File: src/rtl/if_types_pkg.sv
// Shared types for the OBI cache command queue front-end.
// Bus structs, cache command/result bundles, register word map.
package if_types_pkg;

   localparam int unsigned DW        = 32;
   localparam int unsigned KeyWidth  = 64;
   localparam int unsigned DataWidth = 64;
   localparam int unsigned AidWidth  = 4;

   localparam int unsigned KW = KeyWidth / DW;
   localparam int unsigned XW = DataWidth / DW;

   localparam int unsigned IdDat    = 0;
   localparam int unsigned IdKey    = XW;
   localparam int unsigned IdCtrl   = XW + KW;
   localparam int unsigned IdStatus = IdCtrl + 1;
   localparam int unsigned IdRes    = IdCtrl + 2;
   localparam int unsigned NumWords = IdRes + XW;

   localparam int unsigned CtrlStart = 0;
   localparam int unsigned CtrlOpLsb = 1;
   localparam int unsigned CtrlIrqEn = 4;

   localparam int unsigned StBusy   = 0;
   localparam int unsigned StHit    = 1;
   localparam int unsigned StDone   = 2;
   localparam int unsigned StOvf    = 3;
   localparam int unsigned StOutLsb = 4;

   typedef struct packed {
      logic                req;
      logic                we;
      logic [3:0]          be;
      logic [31:0]         addr;
      logic [DW-1:0]       wdata;
      logic [AidWidth-1:0] aid;
   } obi_req_t;

   typedef struct packed {
      logic                gnt;
      logic                rvalid;
      logic [DW-1:0]       rdata;
      logic [AidWidth-1:0] rid;
      logic                err;
   } obi_rsp_t;

   typedef struct packed {
      logic [2:0]           op;
      logic [KeyWidth-1:0]  key;
      logic [DataWidth-1:0] dat;
   } cache_cmd_t;

   typedef struct packed {
      logic [DataWidth-1:0] dat;
      logic                 hit;
   } cache_res_t;

   function automatic logic [DW-1:0] be_mask(input logic [3:0] be);
      be_mask = {{8{be[3]}}, {8{be[2]}}, {8{be[1]}}, {8{be[0]}}};
   endfunction

endpackage

File: src/rtl/cache_cmd_fifo.sv
// Command FIFO: circular buffer with read/write pointers and a count.
// Ports: push/din in, pop/dout out (head), full/empty flags.
module cache_cmd_fifo #(
   parameter int unsigned Depth = 4,
   parameter type         T     = logic
) (
   input  logic clk,
   input  logic rst_n,
   input  logic push,
   input  T     din,
   input  logic pop,
   output T     dout,
   output logic full,
   output logic empty
);

   localparam int unsigned PW = $clog2(Depth);
   localparam int unsigned CW = $clog2(Depth + 1);

   T              mem [Depth];
   logic [PW-1:0] wr_ptr;
   logic [PW-1:0] rd_ptr;
   logic [CW-1:0] cnt;
   logic          do_push;
   logic          do_pop;

   assign full    = (cnt == CW'(Depth));
   assign empty   = (cnt == '0);
   assign dout    = mem[rd_ptr];
   assign do_push = push & ~full;
   assign do_pop  = pop & ~empty;

   function automatic logic [PW-1:0] nxt(input logic [PW-1:0] p);
      nxt = (p == PW'(Depth - 1)) ? '0 : p + PW'(1);
   endfunction

   always_ff @(posedge clk or negedge rst_n) begin
      if (!rst_n) begin
         wr_ptr <= '0;
         rd_ptr <= '0;
         cnt    <= '0;
         for (int i = 0; i < Depth; i++) mem[i] <= '0;
      end else begin
         if (do_push) begin
            mem[wr_ptr] <= din;
            wr_ptr      <= nxt(wr_ptr);
         end
         if (do_pop) rd_ptr <= nxt(rd_ptr);
         unique case ({do_push, do_pop})
            2'b10:   cnt <= cnt + CW'(1);
            2'b01:   cnt <= cnt - CW'(1);
            default: cnt <= cnt;
         endcase
      end
   end

endmodule

File: src/rtl/obi_cache_cmd_queue_if.sv
// OBI register front-end queuing cache commands and capturing results.
// Ports: obi_req/obi_resp bus, cmd_* to controller, res_* back, irq_o.
module obi_cache_cmd_queue_if
   import if_types_pkg::*;
#(
   parameter int unsigned QueueDepth = 4
) (
   input  logic       clk,
   input  logic       rst_n,
   input  obi_req_t   obi_req,
   output obi_rsp_t   obi_resp,
   output logic       cmd_valid_o,
   input  logic       cmd_ready_i,
   output cache_cmd_t cmd_o,
   input  logic       res_valid_i,
   input  cache_res_t res_i,
   output logic       irq_o
);

   logic [DW-1:0] dat_q [XW];
   logic [DW-1:0] key_q [KW];
   logic [DW-1:0] res_q [XW];
   logic [2:0]    op_q;
   logic          irq_en_q;
   logic          hit_q;
   logic          done_q;
   logic          ovf_q;
   logic [3:0]    outst_q;

   logic                rvalid_q;
   logic                err_q;
   logic [DW-1:0]       rdata_q;
   logic [AidWidth-1:0] rid_q;

   logic [31:0]    widx;
   logic           unused_addr_lsb;
   logic           wr_req;
   logic           rd_req;
   logic           mapped;
   logic           hit_ctrl;
   logic           hit_stat;
   logic           hit_res;
   logic           start_req;
   logic           reject;
   logic           err_d;
   logic           wr_ok;
   logic           push;
   logic           pop;
   logic           full;
   logic           empty;
   logic           res_acc;
   logic           clr_done;
   logic           clr_ovf;
   logic [DW-1:0]  wmask;
   logic [DW-1:0]  rdata_d;
   logic [DW-1:0]  ctrl_word;
   logic [DW-1:0]  stat_word;
   cache_cmd_t     push_cmd;

   assign widx            = {2'b00, obi_req.addr[31:2]};
   assign unused_addr_lsb = ^obi_req.addr[1:0];
   assign wr_req          = obi_req.req & obi_req.we;
   assign rd_req          = obi_req.req & ~obi_req.we;
   assign mapped          = widx < NumWords;
   assign hit_ctrl        = widx == IdCtrl;
   assign hit_stat        = widx == IdStatus;
   assign hit_res         = mapped & (widx >= IdRes);
   assign wmask           = be_mask(obi_req.be);

   assign start_req = wr_req & hit_ctrl & obi_req.be[0]
                    & obi_req.wdata[CtrlStart];
   // A pop this cycle does not free a slot for a start.
   assign reject    = start_req & full;
   assign err_d     = obi_req.req
                    & (~mapped | (wr_req & hit_res) | reject);
   assign wr_ok     = wr_req & ~err_d;
   assign push      = start_req & ~reject;
   assign pop       = cmd_valid_o & cmd_ready_i;
   assign res_acc   = res_valid_i & (outst_q != '0);

   assign clr_done = wr_ok & hit_stat & obi_req.be[0]
                   & obi_req.wdata[StDone];
   assign clr_ovf  = wr_ok & hit_stat & obi_req.be[0]
                   & obi_req.wdata[StOvf];

   always_comb begin
      push_cmd    = '0;
      push_cmd.op = obi_req.wdata[CtrlOpLsb +: 3];
      for (int unsigned i = 0; i < KW; i++)
         push_cmd.key[i*DW +: DW] = key_q[i];
      for (int unsigned i = 0; i < XW; i++)
         push_cmd.dat[i*DW +: DW] = dat_q[i];
   end

   always_comb begin
      ctrl_word                    = '0;
      ctrl_word[CtrlOpLsb +: 3]    = op_q;
      ctrl_word[CtrlIrqEn]         = irq_en_q;
      stat_word                    = '0;
      stat_word[StBusy]            = outst_q != '0;
      stat_word[StHit]             = hit_q;
      stat_word[StDone]            = done_q;
      stat_word[StOvf]             = ovf_q;
      stat_word[StOutLsb +: 4]     = outst_q;
   end

   // Read data reflects register state before this cycle's write.
   always_comb begin
      rdata_d = '0;
      if (rd_req) begin
         for (int unsigned i = 0; i < XW; i++)
            if (widx == IdDat + i) rdata_d = dat_q[i];
         for (int unsigned i = 0; i < KW; i++)
            if (widx == IdKey + i) rdata_d = key_q[i];
         if (hit_ctrl) rdata_d = ctrl_word;
         if (hit_stat) rdata_d = stat_word;
         for (int unsigned i = 0; i < XW; i++)
            if (widx == IdRes + i) rdata_d = res_q[i];
      end
   end

   always_ff @(posedge clk or negedge rst_n) begin
      if (!rst_n) begin
         rvalid_q <= 1'b0;
         err_q    <= 1'b0;
         rdata_q  <= '0;
         rid_q    <= '0;
      end else begin
         rvalid_q <= obi_req.req;
         err_q    <= err_d;
         rdata_q  <= err_d ? '0 : rdata_d;
         if (obi_req.req) rid_q <= obi_req.aid;
      end
   end

   always_ff @(posedge clk or negedge rst_n) begin
      if (!rst_n) begin
         for (int unsigned i = 0; i < XW; i++) dat_q[i] <= '0;
         for (int unsigned i = 0; i < KW; i++) key_q[i] <= '0;
         for (int unsigned i = 0; i < XW; i++) res_q[i] <= '0;
         op_q     <= '0;
         irq_en_q <= 1'b0;
         hit_q    <= 1'b0;
         done_q   <= 1'b0;
         ovf_q    <= 1'b0;
         outst_q  <= '0;
      end else begin
         for (int unsigned i = 0; i < XW; i++)
            if (wr_ok && widx == IdDat + i)
               dat_q[i] <= (dat_q[i] & ~wmask)
                         | (obi_req.wdata & wmask);
         for (int unsigned i = 0; i < KW; i++)
            if (wr_ok && widx == IdKey + i)
               key_q[i] <= (key_q[i] & ~wmask)
                         | (obi_req.wdata & wmask);
         if (wr_ok && hit_ctrl && obi_req.be[0]) begin
            op_q     <= obi_req.wdata[CtrlOpLsb +: 3];
            irq_en_q <= obi_req.wdata[CtrlIrqEn];
         end
         if (res_acc) begin
            for (int unsigned i = 0; i < XW; i++)
               res_q[i] <= res_i.dat[i*DW +: DW];
            hit_q <= res_i.hit;
         end
         // A result arriving together with a W1C keeps done set.
         if (res_acc)       done_q <= 1'b1;
         else if (clr_done) done_q <= 1'b0;
         if (reject)        ovf_q <= 1'b1;
         else if (clr_ovf)  ovf_q <= 1'b0;
         unique case ({push, res_acc})
            2'b10:   outst_q <= outst_q + 4'd1;
            2'b01:   outst_q <= outst_q - 4'd1;
            default: outst_q <= outst_q;
         endcase
      end
   end

   cache_cmd_fifo #(
      .Depth (QueueDepth),
      .T     (cache_cmd_t)
   ) u_fifo (
      .clk   (clk),
      .rst_n (rst_n),
      .push  (push),
      .din   (push_cmd),
      .pop   (pop),
      .dout  (cmd_o),
      .full  (full),
      .empty (empty)
   );

   assign cmd_valid_o     = ~empty;
   assign irq_o           = done_q & irq_en_q;
   assign obi_resp.gnt    = obi_req.req;
   assign obi_resp.rvalid = rvalid_q;
   assign obi_resp.rdata  = rdata_q;
   assign obi_resp.rid    = rid_q;
   assign obi_resp.err    = err_q;

endmodule
File: config.mk
export PLATFORM = sky130hd
export DESIGN_NAME = obi_cache_cmd_queue_if
export DESIGN_NICKNAME = d
export VERILOG_FILES = /design/src/rtl/if_types_pkg.sv /design/src/rtl/cache_cmd_fifo.sv /design/src/rtl/obi_cache_cmd_queue_if.sv
export SDC_FILE = /design/constraint.sdc
export NUM_CORES = 1
export LEC_CHECK = 0
export ABC_CLOCK_PERIOD_IN_PS = 3570
export CORE_MARGIN = 2
export CORE_UTILIZATION = 40
export DETAILED_ROUTE_END_ITERATION = 6
export GPL_TIMING_DRIVEN = 0
export PLACE_DENSITY = 0.57
export SLEW_MARGIN = 25
export SYNTH_ARGS = -nofsm -noshare
export SYNTH_HDL_FRONTEND = slang
export SYNTH_SLANG_ARGS = --single-unit
File: constraint.sdc
create_clock -name clk -period 3.57 [get_ports clk]
set_clock_uncertainty 0.05 [all_clocks]
set_input_delay 0.357 -clock clk [delete_from_list [all_inputs] [get_ports clk]]
set_output_delay 0.357 -clock clk [all_outputs]
set_load 0.01 [all_outputs]
# Word-level counts from Yosys, hierarchy flattened
# Index checks and enable logic that the tools add are counted.
[classes] n_mux=24 bitwise=40 n_addsub=6 n_reduce_logical=14 eq_ne=14 n_lt_le_gt_ge=5
[op_table] cell="bitwise mux 524 bit" n=1
[op_table] cell="2-to-1 mux 131 bit" n=3
[op_table] cell="2-to-1 mux 32 bit" n=10
[op_table] cell="binary-select mux 131 bit (select 2 bit)" n=1
[op_table] cell="demux 131 bit (select 2 bit)" n=1
[op_table] cell="AND 32 bit" n=5
[op_table] cell="OR 32 bit" n=4
[op_table] cell="== test 30 x 3 -> 1 bit, second input constant" n=4
[op_table] cell="== test 30 x 2 -> 1 bit, second input constant" n=2
[op_table] cell="zero test 32 bit" n=1
[op_table] cell="inverter 32 bit" n=1
[op_table] cell="== test 30 x 1 -> 1 bit, second input constant" n=1
[op_table] cell="greater-or-equal comparator 30 x 3 -> 1 bit, second input constant" n=1
[op_table] cell="< comparator 30 x 4 -> 1 bit, second input constant" n=1
[op_table] cell="AND 1 bit" n=20
[op_table] cell="== test 2 bit, second input constant" n=4
[op_table] cell="case mux 4 bit (2 select lines)" n=1
[op_table] cell="nonzero test 2 bit" n=4
[op_table] cell="logical AND 1 bit" n=7
[op_table] cell="greater-or-equal comparator 3 bit, second input constant" n=2
[op_table] cell="inverter 1 bit" n=6
[op_table] cell="inverter 2 -> 3 bit" n=2
[op_table] cell="case mux 3 bit (2 select lines)" n=1
[op_table] cell="adder 2 x 1 -> 2 bit, second input constant" n=2
[op_table] cell="12 further kinds" n=18
[word_totals] out_inout_bits=172 inputBits=143 ff_bits=772 wordCells=134

# Longest topological paths before layout
[logic_depth] ltp_word=14 depth_mapped=13 ltp_nobuf=11

# Cells and area by module
# A second synthesis with hierarchy kept.
[unflattened] cells_unflattened=2113 area_unflattened_um2=33797.4
[by_module_without_submodules] mod="cache_cmd_fifo" cells_per_inst=1308 area_each_um2=22826.9 seq_area_each_um2=13287.7 instances=1
[by_module_without_submodules] mod="obi_cache_cmd_queue_if" cells_per_inst=805 area_each_um2=10970.5 seq_area_each_um2=6030.8 instances=1

# Worst setup path after synthesis
# Ideal clock, no wire load.
[synth_timing] kind="in2reg" start="input port obi_req[42] (netlist name)" end="register outst_q[3]" setup_ns=0.125 path_buffers=1 required_ns=3.395 arrival_ns=2.636 path_stages=12 slack_ns=0.759 cell_sequence="or4_4 > nor2_2 > and4b_1 > buf_4 > nand3_1 > ha_1 > ha_1 > a21o_1 > a21oi_1 > xnor2_1 > nor2_1 > xor2_1"
[synth_between] elab_chain_len=9 word_cells_on_any_way=11 classes_between="eq/ne: 3; mux: 1; bitwise: 6; reduce/logical: 1"
[synth_rtl] element="from (decl)" line="obi_cache_cmd_queue_if.sv:10" source="input obi_req_t obi_req,"
[synth_rtl] element="== test 30 x 3 -> 1 bit (*)" line="obi_cache_cmd_queue_if.sv:65" source="assign hit_ctrl = widx == IdCtrl;"
[synth_rtl] element="AND 1 bit (*) (2 in series)" line="obi_cache_cmd_queue_if.sv:70" source="assign start_req = wr_req & hit_ctrl & obi_req.be[0]"
[synth_rtl] element="AND 1 bit (*)" line="obi_cache_cmd_queue_if.sv:71" source="& obi_req.wdata[CtrlStart];"
[synth_rtl] element="AND 1 bit" line="obi_cache_cmd_queue_if.sv:73" source="assign reject = start_req & full;"
[synth_rtl] element="inverter 1 bit" line="obi_cache_cmd_queue_if.sv:77" source="assign push = start_req & ~reject;"
[synth_rtl] element="AND 1 bit (*)" line="obi_cache_cmd_queue_if.sv:77"
[synth_rtl] element="== test 2 x 1 -> 1 bit / == test 2 bit (equally long branches)" line="obi_cache_cmd_queue_if.sv:170" source="unique case ({push, res_acc})"
[synth_rtl] element="case mux 4 bit (2 select lines) / nonzero test 2 bit (equally long branches)"
[synth_rtl] element="to (signal assigned)" line="obi_cache_cmd_queue_if.sv:171" source="2'b10: outst_q <= outst_q + 4'd1;"
[synth_rtl] element="to (signal assigned)" line="obi_cache_cmd_queue_if.sv:172" source="2'b01: outst_q <= outst_q - 4'd1;"
[synth_rtl] element="to (signal assigned)" line="obi_cache_cmd_queue_if.sv:173" source="default: outst_q <= outst_q;"
[synth_rtl] element="to (decl)" line="obi_cache_cmd_queue_if.sv:28" source="logic [3:0] outst_q;"
# Mark *: on every way between the ends. The rest lies on a longest branch, timed or not.
# A chain may end at the register's enable or synchronous reset.

==> results.cfg <==
[flow_run]
max_cap_violations = 0

[layout]
layout-drive-gt1-share = 0.4325
final_nets = 2601
syn2layout_area_growth_pct = 23.08
fill_cell_count = 7062

[route]
detail_route.drc_violations = 0
wire_per_inst_um = 26.94
vias_per_cell = 5.442
num_vias = 19851
ant_nets = 0
first_pass_iters = 5
dr.first_iter.drc_count = 1130
wl_um = 98270

[sta]
setup-tns-final_ns = 0
final_hold_fails = 0
fin_hold_ws_ns = 0.2167
max_freq_ghz = 0.2907
timing_worst_slew_pin_value_ns = 1.070
count_of_final_max_slew_check_failures = 0
max-slew-margin-rel = 0.2864
post-route-period-util = 0.9636
grt_setup_unrepaired = no
number_of_endpoints_failing_setup_at_the_final_stage = 0
finalWorstPathRequiredPeriod_ns = 3.440

[synth]
synth_cells = 2043
netlist_area_um2 = 33850
synth_async_sr_flop_share = 1.000
yosysTopAreaCellShare = 0.5707
syn-mean-instance-area_um2 = 16.57
synth.area.top_cells = sky130_fd_sc_hd__dfrtp_1, sky130_fd_sc_hd__mux2_2, sky130_fd_sc_hd__mux4_2
synth.net_count = 2197
ys_dominant_reg_cell = sky130_fd_sc_hd__dfrtp_1
ys_seq_area_frac = 0.5707
synthMostInstantiatedCell = sky130_fd_sc_hd__dfrtp_1
yosysUniqueCellTypes = 55
synth_top_cells_by_count = sky130_fd_sc_hd__dfrtp_1, sky130_fd_sc_hd__mux2_2, sky130_fd_sc_hd__mux4_2, sky130_fd_sc_hd__mux2_1, sky130_fd_sc_hd__clkbuf_1
synth_warnings = 0
synth.ff_latch_count = 772
synth-edff-count = 0
synth_top_area_cell = sky130_fd_sc_hd__dfrtp_1

[setup_path]
crit-reg2reg-capture = outst_q[3]
crit_type = flip-flop to output pin
critical_path.max_fanout = 10
r2r_start = outst_q[0]
timing.critical_path.to_type = output pin
worst-r2r-cell-count = 11
r2r_setup_slack_ns = 0.23
cp_data_required_time_ns = 3.16
startpoint = u_fifo.rd_ptr[0]
cp_data_arrival_time_ns = 3.03
critPathCapture = cmd_o[99]
cp-start-kind = flip-flop

[clock_tree]
ctsLongestPathBuffers = 3
tritoncts_buffers = 85
path_clk_slew_ns = 0.06
post_cts_setup_repair_bufs = 0
cts.sinks = 772
worstSkewPairLatency_ns = 0.64
number_of_h_tree_levels = 3
cts_tree = yes
clock_tree.root_cell = sky130_fd_sc_hd__clkbuf_16

[place]
port-buffer-count = 307
gp_congestion = 0.7765
dp_hpwl_um = 70850

[status]
status = finished clean

[floorplan]
ios = 315
number_of_placement_rows = 106
fp.dieArea_um2 = 86970
core_footprint_um2 = 83690
fp.dieH_um = 294.9
die_w_um = 294.9
starting_density_of_the_core = 0.4045

[global_routing]
initial_antenna_violation_count = 10
grt_max_degree = 98
first_global_vias = 21839
grt_first_pass_wirelength_um = 145600
grtUsageTotal = 0.2307
overflow = 0

[pwr]
report.power.total_mw = 21.44
powerDensity_nw_per_um2 = 514.5
ir_worst_vdd_uv = 360.6
p_leak_nw = 19.76

[worst_hold_path]
hold_path.class = input pin to flip-flop
## per-layer routing
layer,share of wire,track usage
met1,0.44,0.3112
met2,0.48,0.3760
met3,0.054,0.04570
met4,0.026,0.07354
met5,0.00053,0
## layout by cell type, fill, tap and decap left out, types with 4 or more instances in the layout
cell                              instances
sky130_fd_sc_hd__buf_16                   9
sky130_fd_sc_hd__buf_1                   22
sky130_fd_sc_hd__a2bb2oi_1                9
sky130_fd_sc_hd__nor4_1                   6
sky130_fd_sc_hd__nand4_4                  8
sky130_fd_sc_hd__inv_1                   10
sky130_fd_sc_hd__nand2_1                 23
sky130_fd_sc_hd__clkbuf_8                26
sky130_fd_sc_hd__ha_1                     9
sky130_fd_sc_hd__clkbuf_2                 8
sky130_fd_sc_hd__nand3_2                  7
sky130_fd_sc_hd__clkinv_2                 8
sky130_fd_sc_hd__clkbuf_16               89
sky130_fd_sc_hd__nor3_1                   6
sky130_fd_sc_hd__clkdlybuf4s50_1        306
sky130_fd_sc_hd__xor2_1                   4
sky130_fd_sc_hd__clkbuf_1                42
sky130_fd_sc_hd__buf_2                   13
sky130_fd_sc_hd__o211ai_1                 4
sky130_fd_sc_hd__mux2_1                  70
sky130_fd_sc_hd__mux2_2                 676
sky130_fd_sc_hd__a21o_1                   4
sky130_fd_sc_hd__dfrtp_1                772
sky130_fd_sc_hd__mux2i_1                 18
sky130_fd_sc_hd__bufinv_16                7
sky130_fd_sc_hd__buf_4                    8
sky130_fd_sc_hd__nand4_2                  5
sky130_fd_sc_hd__a32oi_1                  4
sky130_fd_sc_hd__buf_6                   43
sky130_fd_sc_hd__o21ai_0                 14
sky130_fd_sc_hd__clkbuf_4                 6
sky130_fd_sc_hd__mux4_2                 157
sky130_fd_sc_hd__a21oi_1                 11
sky130_fd_sc_hd__nor2_1                  35
sky130_fd_sc_hd__a22oi_1                 18
## timing repair
action,CTS,global route
hold buffers,1,0
gates resized for setup,34,13
endpoints found under the hold margin,61,0
gates cloned,0,0
setup endpoints to repair,91,56
pin swaps,0,0
## worst max-delay path: stages, from the launching register on
cell                              delay, ns
sky130_fd_sc_hd__dfrtp_1               0.35
sky130_fd_sc_hd__clkbuf_1              0.28
sky130_fd_sc_hd__clkbuf_8              0.30
sky130_fd_sc_hd__buf_4                 0.30
sky130_fd_sc_hd__mux4_2                0.62
sky130_fd_sc_hd__clkdlybuf4s50_1       0.53
## kinds of logic (layout without fill, tap and decap cells)
logic type                 after synthesis  in the layout  share of synthesized area
AOI/OAI and AO/OA                       73             73                    0.01508
xor gates and xnor gates                 7              7                   0.001811
adders and majority gates               11             11                   0.004510
buffers and inverters                  140            608                    0.02539
DFF                                    772            772                     0.5707
muxes                                  921            921                     0.3580
other                                    0              3                          0
and+or+nand+nor                        119            119                    0.02454
## where the power goes
group | leakage (nW) | internal, mW | switching (mW)
combinational | 7.71 | 1.28 | 1.81
sequential | 10.6 | 9.00 | 0.160
clock | 1.45 | 5.58 | 3.61
total | 19.8 | 15.9 | 5.57
## how the worst min path moves through the flow
stage,cells after the start,end,start,slack [ns]
2_1_floorplan,0,asynchronous set/reset pin,rst_n,0.01
3_3_place_gp,1,u_fifo.mem[143],u_fifo.mem[143],0.42
3_5_place_dp,1,u_fifo.mem[6],rst_n,0.31
4_1_cts,3,done_q,obi_req[6],0.19
5_1_grt,1,rvalid_q,obi_req[73],0.23
6_report,1,rvalid_q,obi_req[73],0.22
## final cells by class
cell class,instances,area (um2),share of cell area
well taps,1134,1419,0.03406
multi-input cells,1131,13680,0.3283
clock buffers,130,2631,0.06315
repair buffers,317,3336,0.08006
inverters,10,37.54,0.0009009
flip-flops and latches,772,19320,0.4637
diodes,3,7.507,0.0001802
plain buffers,130,919.6,0.02207
clock inverters,21,316.6,0.007598
## through the flow
stage | setup slack [ns] | utilization | area [um2] | instances
floorplan | 0.7587 | - | 33850 | 2043
global placement | -31.46 | 0.4582 | 38340 | 3484
detailed placement | -0.3923 | 0.4614 | 38620 | 3493
CTS | 0.004204 | 0.4974 | 41630 | 3645
global route | 0.002843 | 0.4978 | 41660 | 3645
finish | 0.1301 | 0.4978 | 41660 | 3648
Note: power is estimated with default switching activity, not from simulation.
